**config.mk**
```make
export PLATFORM = sky130hd
export DESIGN_NAME = bus_source_arbiter_flat
export DESIGN_NICKNAME = d
export VERILOG_FILES = /design/src/rtl/bus_pkg.sv /design/src/rtl/bus_source_arbiter_if.sv /design/src/rtl/rr_arbiter.sv /design/src/rtl/bus_source_arbiter.sv /design/src/flat_wrapper.sv
export SDC_FILE = /design/constraint.sdc
export NUM_CORES = 1
export LEC_CHECK = 0
export CAP_MARGIN = 20
export CORE_MARGIN = 2
export CORE_UTILIZATION = 37
export DETAILED_ROUTE_END_ITERATION = 6
export PLACE_DENSITY_LB_ADDON = 0.1
export SYNTH_ARGS = -nofsm -noshare
export SYNTH_HDL_FRONTEND = slang
export SYNTH_SLANG_ARGS = --single-unit
```
**constraint.sdc**
```tcl
create_clock -name clk -period 2.8 [get_ports clk]
set_input_delay 0.28 -clock clk [delete_from_list [all_inputs] [get_ports clk]]
set_output_delay 0.28 -clock clk [all_outputs]
set_load 0.03 [all_outputs]
```
**src/rtl/bus_pkg.sv**
```systemverilog
// Shared bus definitions: source enable count, select width, source index map and arbiter state.
package bus_pkg;

  localparam int unsigned NUM_SRC = 24;
  localparam int unsigned SEL_W   = 5;

  localparam logic [SEL_W-1:0] SRC_R0     = 5'd0;
  localparam logic [SEL_W-1:0] SRC_R1     = 5'd1;
  localparam logic [SEL_W-1:0] SRC_R2     = 5'd2;
  localparam logic [SEL_W-1:0] SRC_R3     = 5'd3;
  localparam logic [SEL_W-1:0] SRC_R4     = 5'd4;
  localparam logic [SEL_W-1:0] SRC_R5     = 5'd5;
  localparam logic [SEL_W-1:0] SRC_R6     = 5'd6;
  localparam logic [SEL_W-1:0] SRC_R7     = 5'd7;
  localparam logic [SEL_W-1:0] SRC_R8     = 5'd8;
  localparam logic [SEL_W-1:0] SRC_R9     = 5'd9;
  localparam logic [SEL_W-1:0] SRC_R10    = 5'd10;
  localparam logic [SEL_W-1:0] SRC_R11    = 5'd11;
  localparam logic [SEL_W-1:0] SRC_R12    = 5'd12;
  localparam logic [SEL_W-1:0] SRC_R13    = 5'd13;
  localparam logic [SEL_W-1:0] SRC_R14    = 5'd14;
  localparam logic [SEL_W-1:0] SRC_R15    = 5'd15;
  localparam logic [SEL_W-1:0] SRC_MDR    = 5'd16;
  localparam logic [SEL_W-1:0] SRC_HI     = 5'd17;
  localparam logic [SEL_W-1:0] SRC_LO     = 5'd18;
  localparam logic [SEL_W-1:0] SRC_ZHIGH  = 5'd19;
  localparam logic [SEL_W-1:0] SRC_ZLOW   = 5'd20;
  localparam logic [SEL_W-1:0] SRC_PC     = 5'd21;
  localparam logic [SEL_W-1:0] SRC_INPORT = 5'd22;
  localparam logic [SEL_W-1:0] SRC_C      = 5'd23;

  typedef enum logic {
    ST_IDLE  = 1'b0,
    ST_OWNED = 1'b1
  } arb_state_e;

endpackage

```
**src/rtl/bus_source_arbiter_if.sv**
```systemverilog
// Requester-side handshake and source enable bundle of the bus source arbiter.
interface bus_source_arbiter_if #(
  parameter int unsigned NUM_REQ = 4,
  parameter int unsigned NUM_SRC = 24
);

  logic [NUM_REQ-1:0]                req;
  logic [NUM_REQ*bus_pkg::SEL_W-1:0] src_sel;
  logic [NUM_REQ-1:0]                last;
  logic [NUM_REQ-1:0]                gnt;
  logic [NUM_SRC-1:0]                src_en;
  logic                              busy;
  logic                              timeout;

  modport master (
    output req, src_sel, last,
    input  gnt, src_en, busy, timeout
  );

  modport slave (
    input  req, src_sel, last,
    output gnt, src_en, busy, timeout
  );

endinterface

```
**src/rtl/rr_arbiter.sv**
```systemverilog
// Combinational round-robin pick: first set request at or after start, wrapping.
module rr_arbiter #(
  parameter int unsigned N     = 4,
  parameter int unsigned IDX_W = 2
) (
  input  logic [N-1:0]     req,
  input  logic [IDX_W-1:0] start,
  output logic [N-1:0]     win_c,
  output logic [IDX_W-1:0] win_idx_c,
  output logic             win_vld_c
);

  // Scan N positions from start; the first hit wins.
  always_comb begin
    int unsigned j;
    win_c     = '0;
    win_idx_c = '0;
    win_vld_c = 1'b0;
    j         = 0;
    for (int unsigned k = 0; k < N; k++) begin
      j = int'(start) + k;
      if (j >= N) j = j - N;
      if (!win_vld_c && req[j]) begin
        win_vld_c = 1'b1;
        win_c[j]  = 1'b1;
        win_idx_c = IDX_W'(j);
      end
    end
  end

endmodule

```
**src/rtl/bus_source_arbiter.sv**
```systemverilog
// Bus source arbiter: round-robin tenure grant plus one-hot source enable decode.
// Optional macro BUS_ARB_TIMEOUT_EN adds a tenure limit of TIMEOUT cycles.
module bus_source_arbiter #(
  parameter int unsigned NUM_REQ = 4,
  parameter int unsigned NUM_SRC = 24,
  parameter int unsigned TIMEOUT = 16
) (
  input logic                 clk,
  input logic                 rst_n,
  bus_source_arbiter_if.slave bus
);

  import bus_pkg::*;

  localparam int unsigned IDX_W = (NUM_REQ > 1) ? $clog2(NUM_REQ) : 1;

  if (TIMEOUT == 0) begin : g_timeout_chk
    $error("TIMEOUT must be at least 1");
  end

  arb_state_e         state_q, state_d;
  logic [NUM_REQ-1:0] gnt_q, gnt_d;
  logic [IDX_W-1:0]   owner_q, owner_d;
  logic [IDX_W-1:0]   ptr_q, ptr_d;
  logic               busy_q;

  logic [NUM_REQ-1:0] win_c;
  logic [IDX_W-1:0]   win_idx_c;
  logic               win_vld_c;
  logic               rel_c;
  logic [SEL_W-1:0]   sel_c;
  logic [NUM_SRC-1:0] src_en_c;

`ifdef BUS_ARB_TIMEOUT_EN
  localparam int unsigned CNT_W = $clog2(TIMEOUT + 1);
  logic [CNT_W-1:0] cnt_q, cnt_d;
  logic             timeout_q, timeout_d;
`endif

  rr_arbiter #(
    .N     (NUM_REQ),
    .IDX_W (IDX_W)
  ) u_rr (
    .req       (bus.req),
    .start     (ptr_q),
    .win_c     (win_c),
    .win_idx_c (win_idx_c),
    .win_vld_c (win_vld_c)
  );

  assign rel_c = bus.last[owner_q] | ~bus.req[owner_q];

  // State register: FSM, grant, owner, round-robin pointer and tenure counter.
  always_ff @(posedge clk or negedge rst_n) begin
    if (!rst_n) begin
      state_q   <= ST_IDLE;
      gnt_q     <= '0;
      owner_q   <= '0;
      ptr_q     <= '0;
      busy_q    <= 1'b0;
`ifdef BUS_ARB_TIMEOUT_EN
      cnt_q     <= '0;
      timeout_q <= 1'b0;
`endif
    end else begin
      state_q   <= state_d;
      gnt_q     <= gnt_d;
      owner_q   <= owner_d;
      ptr_q     <= ptr_d;
      busy_q    <= |gnt_d;
`ifdef BUS_ARB_TIMEOUT_EN
      cnt_q     <= cnt_d;
      timeout_q <= timeout_d;
`endif
    end
  end

  // Next state: grant from IDLE, release (or forced release) from OWNED.
  always_comb begin
    state_d = state_q;
    gnt_d   = gnt_q;
    owner_d = owner_q;
    ptr_d   = ptr_q;
`ifdef BUS_ARB_TIMEOUT_EN
    cnt_d     = cnt_q;
    timeout_d = 1'b0;
`endif
    case (state_q)
      ST_IDLE: begin
        gnt_d = '0;
        if (win_vld_c) begin
          state_d = ST_OWNED;
          gnt_d   = win_c;
          owner_d = win_idx_c;
          ptr_d   = (win_idx_c == IDX_W'(NUM_REQ - 1)) ? '0 : IDX_W'(win_idx_c + 1'b1);
`ifdef BUS_ARB_TIMEOUT_EN
          cnt_d   = '0;
`endif
        end
      end
      ST_OWNED: begin
        if (rel_c) begin
          state_d = ST_IDLE;
          gnt_d   = '0;
        end
`ifdef BUS_ARB_TIMEOUT_EN
        else if (cnt_q == CNT_W'(TIMEOUT - 1)) begin
          state_d   = ST_IDLE;
          gnt_d     = '0;
          timeout_d = 1'b1;
        end else begin
          cnt_d = CNT_W'(cnt_q + 1'b1);
        end
`endif
      end
      default: begin
        state_d = ST_IDLE;
        gnt_d   = '0;
      end
    endcase
  end

  // Output decode: owner's current source select to a one-hot enable; out-of-map gives zero.
  always_comb begin
    src_en_c = '0;
    sel_c    = bus.src_sel[int'(owner_q)*SEL_W +: SEL_W];
    if (state_q == ST_OWNED && int'(sel_c) < int'(NUM_SRC)) begin
      src_en_c = NUM_SRC'(1) << sel_c;
    end
  end

  assign bus.gnt    = gnt_q;
  assign bus.src_en = src_en_c;
  assign bus.busy   = busy_q;
`ifdef BUS_ARB_TIMEOUT_EN
  assign bus.timeout = timeout_q;
`else
  assign bus.timeout = 1'b0;
`endif

endmodule

```
**src/flat_wrapper.sv**
```systemverilog
// flat-port wrapper written by rule: the top's interface ports become plain ports
module bus_source_arbiter_flat import bus_pkg::*;
#(
  parameter int unsigned NUM_REQ = 4,
  parameter int unsigned NUM_SRC = 24,
  parameter int unsigned TIMEOUT = 16
)
  (clk, rst_n, bus_req, bus_src_sel, bus_last, bus_gnt, bus_src_en, bus_busy, bus_timeout);
  bus_source_arbiter_if #(.NUM_REQ(NUM_REQ), .NUM_SRC(NUM_SRC)) bus_i ();
  input logic clk;
  input logic rst_n;
  input wire logic [$bits(bus_i.req)-1:0] bus_req;
  input wire logic [$bits(bus_i.src_sel)-1:0] bus_src_sel;
  input wire logic [$bits(bus_i.last)-1:0] bus_last;
  output wire logic [$bits(bus_i.gnt)-1:0] bus_gnt;
  output wire logic [$bits(bus_i.src_en)-1:0] bus_src_en;
  output wire logic [$bits(bus_i.busy)-1:0] bus_busy;
  output wire logic [$bits(bus_i.timeout)-1:0] bus_timeout;
  assign bus_i.req = bus_req;
  assign bus_i.src_sel = bus_src_sel;
  assign bus_i.last = bus_last;
  assign bus_gnt = bus_i.gnt;
  assign bus_src_en = bus_i.src_en;
  assign bus_busy = bus_i.busy;
  assign bus_timeout = bus_i.timeout;
  bus_source_arbiter #(.NUM_REQ(NUM_REQ), .NUM_SRC(NUM_SRC), .TIMEOUT(TIMEOUT)) u_core (.clk(clk), .rst_n(rst_n), .bus(bus_i));
endmodule
```
==> results of run 1 <==
cells in the mapped netlist (2+ instances only):
master / count
dfrtp_1: 10
mux2_2: 4
o211ai_1: 6
and3_1: 3
nand3_1: 3
mux2i_1: 4
nor2b_1: 4
mux4_2: 6
or3_1: 3
ha_1: 5
o21ai_0: 3
nand3b_1: 4
and2_1: 2
nand2_1: 11
a211oi_1: 4
a21oi_1: 5
nand2b_1: 3
clkbuf_1: 9
inv_1: 8
a221oi_1: 5
o22ai_1: 2
a221o_1: 4
nor2_1: 35
power by group:
group	switching, mW	total [mW]	internal, mW
registers	0.0694	0.285	0.215
logic	0.787	1.41	0.625
clock network	0.0403	0.0894	0.0491
total	0.897	1.79	0.890
sequential cells by signal, summed over array words and instances (netlist names), named ones only:
name	count
u_core.state_q	1
u_core.bus.busy	1
u_core.ptr_q	1
u_core.bus.gnt	4
u_core.owner_q	2
cell families (layout without fill, tap and decap cells):
family	count (synthesis)	count (layout)	share of synthesized area
simple gates	73	73	0.275
compound gates	37	37	0.229
buf+inv	20	81	0.0695
mux	14	14	0.175
flops	10	10	0.199
fa+ha+maj	5	5	0.0497
other cells	1	1	0.00298
per-layer routing:
metal,vias up,global-route usage,part of all wire
met5,-,0,0
met2,40,0.379,0.53
li1,708,-,-
met1,670,0.219,0.43
met4,0,0.0222,0
met3,0,0.0489,0.044
metrics by stage:
stage | total power, mW | worst slack (ns) | hold WS [ns] | cell area, um^2
after floorplan | 1.29 | 0.0732 | -0.0156 | 1260
after global placement | 1.66 | 0.0668 | 0.529 | 1920
after detailed placement | 1.69 | 0.0359 | 0.529 | 1920
after CTS | 1.78 | 0.00133 | 0.339 | 1930
after global routing | 1.95 | -0.0000679 | 0.368 | 1980
final | 1.79 | 0.118 | 0.330 | 1980
final timing paths:
kind,start,endpoint,cells after the start
max in group asynchronous,rst_n,u_core.owner_q[0]$_DFFE_PN0P_,1
worst max register to register,flop,u_core.bus.busy$_DFF_PN0_,7
worst max-delay path,u_core.owner_q[0]$_DFFE_PN0P_,bus_src_en[9],6
worst min-delay path,rst_n,u_core.bus.gnt[3]$_DFF_PN0_,1
min in group clk,u_core.bus.gnt[3]$_DFF_PN0_,u_core.bus.gnt[3]$_DFF_PN0_,1
worst min register to register,u_core.bus.gnt[3]$_DFF_PN0_,u_core.bus.gnt[3]$_DFF_PN0_,1
final cells by class:
cell class                 count  area, um^2  share of cell area
sequential                    10         251               0.127
clock buffer                   3        22.5              0.0114
inverter                       8        30.0              0.0152
multi-input combinational    130         922               0.467
tap                           46        57.6              0.0291
timing repair buffer          70         692               0.350
repair_timing:
| action | CTS | global route |
|---|---|---|
| setup endpoints to repair | 22 | 13 |
| gates cloned | 0 | 0 |
| setup buffers | 0 | 2 |
| gates resized for setup | 10 | 13 |
==> results by group, run 1 <==
Outcome
  • Status: finished clean

Floorplan
  • Core area: 3310 um^2
  • Row cnt: 21
  • Die height: approximately 62 um
  • Die Width: a little over 60 um
  • Die footprint: just under 4000 um^2
  • Initial Util: 0.381
  • I/O pins: 60

STA
  • Max Clock Freq: approximately 370 MHz
  • Fin. Hold Viols: 0
  • Relative slew slack: 0.559
  • Slew @ Worst Pin: between 0.6 and 0.7 ns
  • Final Setup Violations: 0
  • Final period util: 0.958
  • Final Skew: 0.000895 ns
  • Min Clock Period, post-route: about 2.7 ns
  • Setup TNS: 0 ns
  • Slew Limit Fails: 0

Clock network
  • TritonCTS clock tree: done
  • Clk sinks: 10
  • Clk_lat worst skew: ~0.25 ns
  • Hold buffers post-CTS: 0
  • H-tree depth: 1
  • Clk buf depth: 2
  • Clock root buffer: clkbuf_4
  • CTS Buf Count: 3
  • Clk slew on worst S/H paths: about 0.060 ns

GRT
  • All-Layer GR Usage: 0.195
  • Global-route wire length before repair: 6180 um
  • Vias in the first global route: roughly 1.3k
  • Grt total ovfl: 0
  • Pin count of the biggest net entering global routing: 18
  • Initial antenna violation count: 0

Critical path
  • Crit-path most repeated cell: nor2_1
  • WS Path Type: flop to output port
  • Critical Path End Type: output port
  • CP arrival: 2.40 ns
  • WP buf/inv: 2
  • Slowest-stage cell, CP: clkdlybuf4s50_1
  • Cell family with most CP delay: buffers and inverters
  • Critical Path, Cell by Cell: mux4_2, buf_4, nor2_1, nand2_1, nor2_1, clkdlybuf4s50_1
  • Slowest stage delay, CP: 0.68 ns
  • Type of origin of the critical path: flop
  • Flop2flop setup slack: slightly above 0.3 ns
  • Crit path required time: 2.52 ns
  • Critical Path Fanout Max: 6

Worst hold path
  • Hold Path Class: input pin to async pin

Finish
  • Fill cell count: 308
  • Fin cells: 267
  • Final #Nets: 258
  • Final core occ: 0.597
  • Most frequent cells in the layout: clkdlybuf4s50_1, nor2_1, dlymetal6s2s_1, buf_4, nand2_1
  • Most common library cell in the layout ignoring fill and taps: clkdlybuf4s50_1
  • Area Overhead vs Synth: 56.8%
  • Antenna cells: 0
  • Share of layout cells above drive strength 1: 0.136

Synth
  • Seq/Total Area, Yosys: 0.199
  • Post-synth cell types: 40
  • Synthesized netlist net count: a little under 200
  • Synthesis Warnings: 0
  • Post-synthesis async set-or-reset flop share: 1.00
  • Top FF cell, synth: dfrtp_1
  • Post-synth EDFFs: 0
  • Main area contributors after synthesis: dfrtp_1, mux4_2, nor2_1
  • Yosys reg bits: 10
  • Synthesized cell area: about 1300 um^2
  • Biggest area consumer among synthesized cells: dfrtp_1
  • Post-Synthesis Cells: 160
  • Synth Area per Inst: approximately 8 um^2
  • Yosys top cell area share: 0.199

Route
  • Vias per inst: roughly 5.3
  • Remaining routing DRC violations: 0
  • DRT Pass-1 Iters: 4
  • Vias: 1,418
  • Detail Route Antenna Nets: 0
  • Drt first-iter violations: 55
  • Drt wl/cell: 14.2 um
  • WL final: between 3000 and 4000 um

Placement
  • Placed Cells: approximately 260
  • Post-DP HPWL: around 3200 um
  • Number of I/O port buffers: a little under 60
  • GP Congestion: 0.799

Power and ir drop
  • Leakage: 1.03 nW
  • P per Cell Area: 904 nW/um^2
  • Peak supply drop: 0.000403 V

Run
  • Max Cap Violations: 0
Note: power is estimated with default switching activity, not from simulation.
==> inputs of run 2 (changes only) <==
--- a/config.mk
+++ b/config.mk
@@ -6,8 +6,10 @@
 export NUM_CORES = 1
 export LEC_CHECK = 0
 export CAP_MARGIN = 20
+export CORE_ASPECT_RATIO = 0.9
 export CORE_MARGIN = 2
 export CORE_UTILIZATION = 37
+export CTS_CLUSTER_SIZE = 25
 export DETAILED_ROUTE_END_ITERATION = 6
 export PLACE_DENSITY_LB_ADDON = 0.1
 export SYNTH_ARGS = -nofsm -noshare
==> run 2 against run 1 <==
Net effect: clock skew fell by 0.00063 ns; sequential power barely moved; critical endpoint is now bus_src_en[10]; worst setup slack improved by 0.026 ns; power rose by 2.3%; critical path type unchanged; cell count fell by 1.5%.
==> results by group, run 2 (synthesized netlist as in run 1, its figures left out) <==
Outcome
  • Status: finished clean

Critical path
  • Type of origin of the critical path: flop
  • Reg2reg path depth: 6
  • Critical Path End Type: output port
  • Critical Path Fanout Max: 7
  • Crit-path most repeated cell: nor2_1
  • Slowest-stage cell, CP: clkdlybuf4s50_1
  • Worst R2R End: u_core.bus.busy$_DFF_PN0_
  • Critical Path, Cell by Cell: mux4_2, buf_4, nor2_1, nand2_1, nor2_1, clkdlybuf4s50_1
  • Slowest stage delay, CP: between 0.6 and 0.7 ns
  • Cell family with most CP delay: buffers and inverters
  • Flop2flop setup slack: 0.33 ns
  • WS Path Type: flop to output port
  • Crit path required time: around 2.5 ns
  • WP buf/inv: 2
  • CP arrival: ~2.4 ns

Run
  • Max Cap Violations: 0

Route
  • Remaining routing DRC violations: 0
  • Vias per inst: between 5 and 6
  • Drt first-iter violations: 44
  • Drt wl/cell: ~14 um
  • DRT Pass-1 Iters: 6
  • WL final: about 3800 um
  • Detail Route Antenna Nets: 0
  • Vias: 1,419

Finish
  • Area of the multi-input gates: 922 um^2
  • Area Overhead vs Synth: 56.4%
  • Max reg flops: 4
  • Share of layout cells above drive strength 1: 0.128
  • Most frequent cells in the layout: clkdlybuf4s50_1, nor2_1, nand2_1, dlymetal6s2s_1, buf_4
  • Post-route cell area: slightly below 2000 um^2
  • Fill cell count: 317
  • Most common library cell in the layout ignoring fill and taps: clkdlybuf4s50_1
  • Antenna cells: 0
  • Final core occ: 0.592
  • Reg area: 251 um^2
  • Final #Nets: 256

STA
  • Fin. Hold Viols: 0
  • Max Clock Freq: roughly 380 MHz
  • Hold Worst Slack: about 0.36 ns
  • Relative slew slack: 0.500
  • Final Skew: ~0.00027 ns
  • Setup TNS: 0 ns
  • Min Clock Period, post-route: approximately 2.7 ns
  • Final period util: 0.948
  • Final Setup Violations: 0
  • RSZ-0062 raised after global routing: false
  • Slew Limit Fails: 0
  • Slew @ Worst Pin: around 0.75 ns

GRT
  • All-Layer GR Usage: 0.199
  • Vias in the first global route: approximately 1.3k
  • Grt total ovfl: 0
  • Initial antenna violation count: 0
  • Pin count of the biggest net entering global routing: 18
  • Global-route wire length before repair: between 6000 and 7000 um

Floorplan
  • Die Width: 65.5 um
  • Die footprint: just under 4000 um^2
  • Initial Util: 0.379
  • Die height: 59.4 um
  • I/O pins: 60
  • Row cnt: 20
  • Core area: about 3300 um^2

Power and ir drop
  • Clock power share: 0.076
  • P per Cell Area: 927 nW/um^2
  • Total power: roughly 1.8 mW
  • Sequential share of power: 0.157
  • Psw: between 0.9 and 1 mW
  • Switching portion of total power: 0.495
  • Peak supply drop: around 0.00036 V
  • Comb power frac: 0.767
  • Leakage: a little under 1 nW
  • Pint: between 0.9 and 1 mW

Worst hold path
  • Hold Path Class: input pin to async pin

Clock network
  • H-tree depth: 1
  • Clk slew on worst S/H paths: approximately 0.040 ns
  • Clk_lat worst skew: between 0.2 and 0.25 ns
  • Clock root buffer: clkbuf_8
  • Clk sinks: 10
  • CTS Buf Count: 3
  • TritonCTS clock tree: done
  • Clk buf depth: 2
  • Post-CTS setup buffers: 0

Placement
  • Number of I/O port buffers: slightly below 60
  • Post-DP HPWL: ~3200 um
  • Placed cell areas: approximately 1900 um^2
  • GP Congestion: between 0.8 and 0.9
-- run 2: per-layer routing --
layer / routed length (um) / part of all wire / GRT usage
met1: 1610 / 0.43 / 0.235
met2: 1970 / 0.52 / 0.389
met3: 205 / 0.054 / 0.0323
met4: 0 / 0 / 0.0268
met5: 0 / 0 / 0
-- run 2: power groups by stage --
stage	Combinational [mW]	Clock, mW	Sequential, mW
6_report	1.40	0.138	0.287
5_1_grt	1.54	0.151	0.300
4_1_cts	1.40	0.143	0.288
3_5_place_dp	1.41	0	0.289
3_3_place_gp	1.38	0	0.286
2_1_floorplan	0.990	0	0.303
-- run 2: worst reg2reg max path, delay by kind of cell (launching register included) --
kind | cells | cell delay (ns)
AOI/OAI and AO/OA | 3 | 0.62
muxes | 1 | 0.64
DFF | 1 | 0.33
buffers and inverters | 1 | 0.23
and+or+nand+nor | 1 | 0.51
-- run 2: what timing repair did --
item / in CTS / in global routing
hold buffers: 0 / 0
pin swaps: 0 / 0
gates resized for setup: 9 / 10
endpoints found under the setup margin: 18 / 10
cloned: 0 / 0
-- run 2: final cells by class --
| type | count | area share |
|---|---|---|
| Inverter | 8 | 0.0152 |
| Tap cell | 44 | 0.0279 |
| Sequential cell | 10 | 0.128 |
| Multi-Input combinational cell | 130 | 0.468 |
| Clock buffer | 3 | 0.0210 |
| Timing Repair Buffer | 68 | 0.340 |
-- run 2: per-stage QoR --
stage,worst slack [ns],instances
floorplan,0.0732,160
global placement,0.0646,260
detailed placement,0.0435,260
CTS,0.0187,263
global route,0.0183,263
finish,0.144,263
-- run 2: worst max-delay path by stage --
| stage | start | endpoint | slack (ns) | depth (start not counted) |
|---|---|---|---|---|
| after CTS | u_core.owner_q[0]$_DFFE_PN0P_ | bus_src_en[16] | 0.02 | 4 |
| final | u_core.owner_q[0]$_DFFE_PN0P_ | bus_src_en[10] | 0.14 | 6 |
| after global placement | bus_src_sel[18] | bus_src_en[6] | 0.06 | 5 |
| after floorplan | u_core.ptr_q[1]$_DFFE_PN0P_ | u_core.bus.busy$_DFF_PN0_ | 0.07 | 9 |
| after global routing | u_core.owner_q[0]$_DFFE_PN0P_ | bus_src_en[14] | 0.02 | 5 |
| after detailed placement | bus_src_sel[18] | bus_src_en[3] | 0.04 | 5 |
==> inputs of run 3 (changes only) <==
--- a/config.mk
+++ b/config.mk
@@ -11,6 +11,7 @@
 export CORE_UTILIZATION = 37
 export CTS_CLUSTER_SIZE = 25
 export DETAILED_ROUTE_END_ITERATION = 6
+export HOLD_SLACK_MARGIN = 0.06
 export PLACE_DENSITY_LB_ADDON = 0.1
 export SYNTH_ARGS = -nofsm -noshare
 export SYNTH_HDL_FRONTEND = slang
==> results of run 3 <==
Final layout, timing and power as in run 2 (identical DEF).
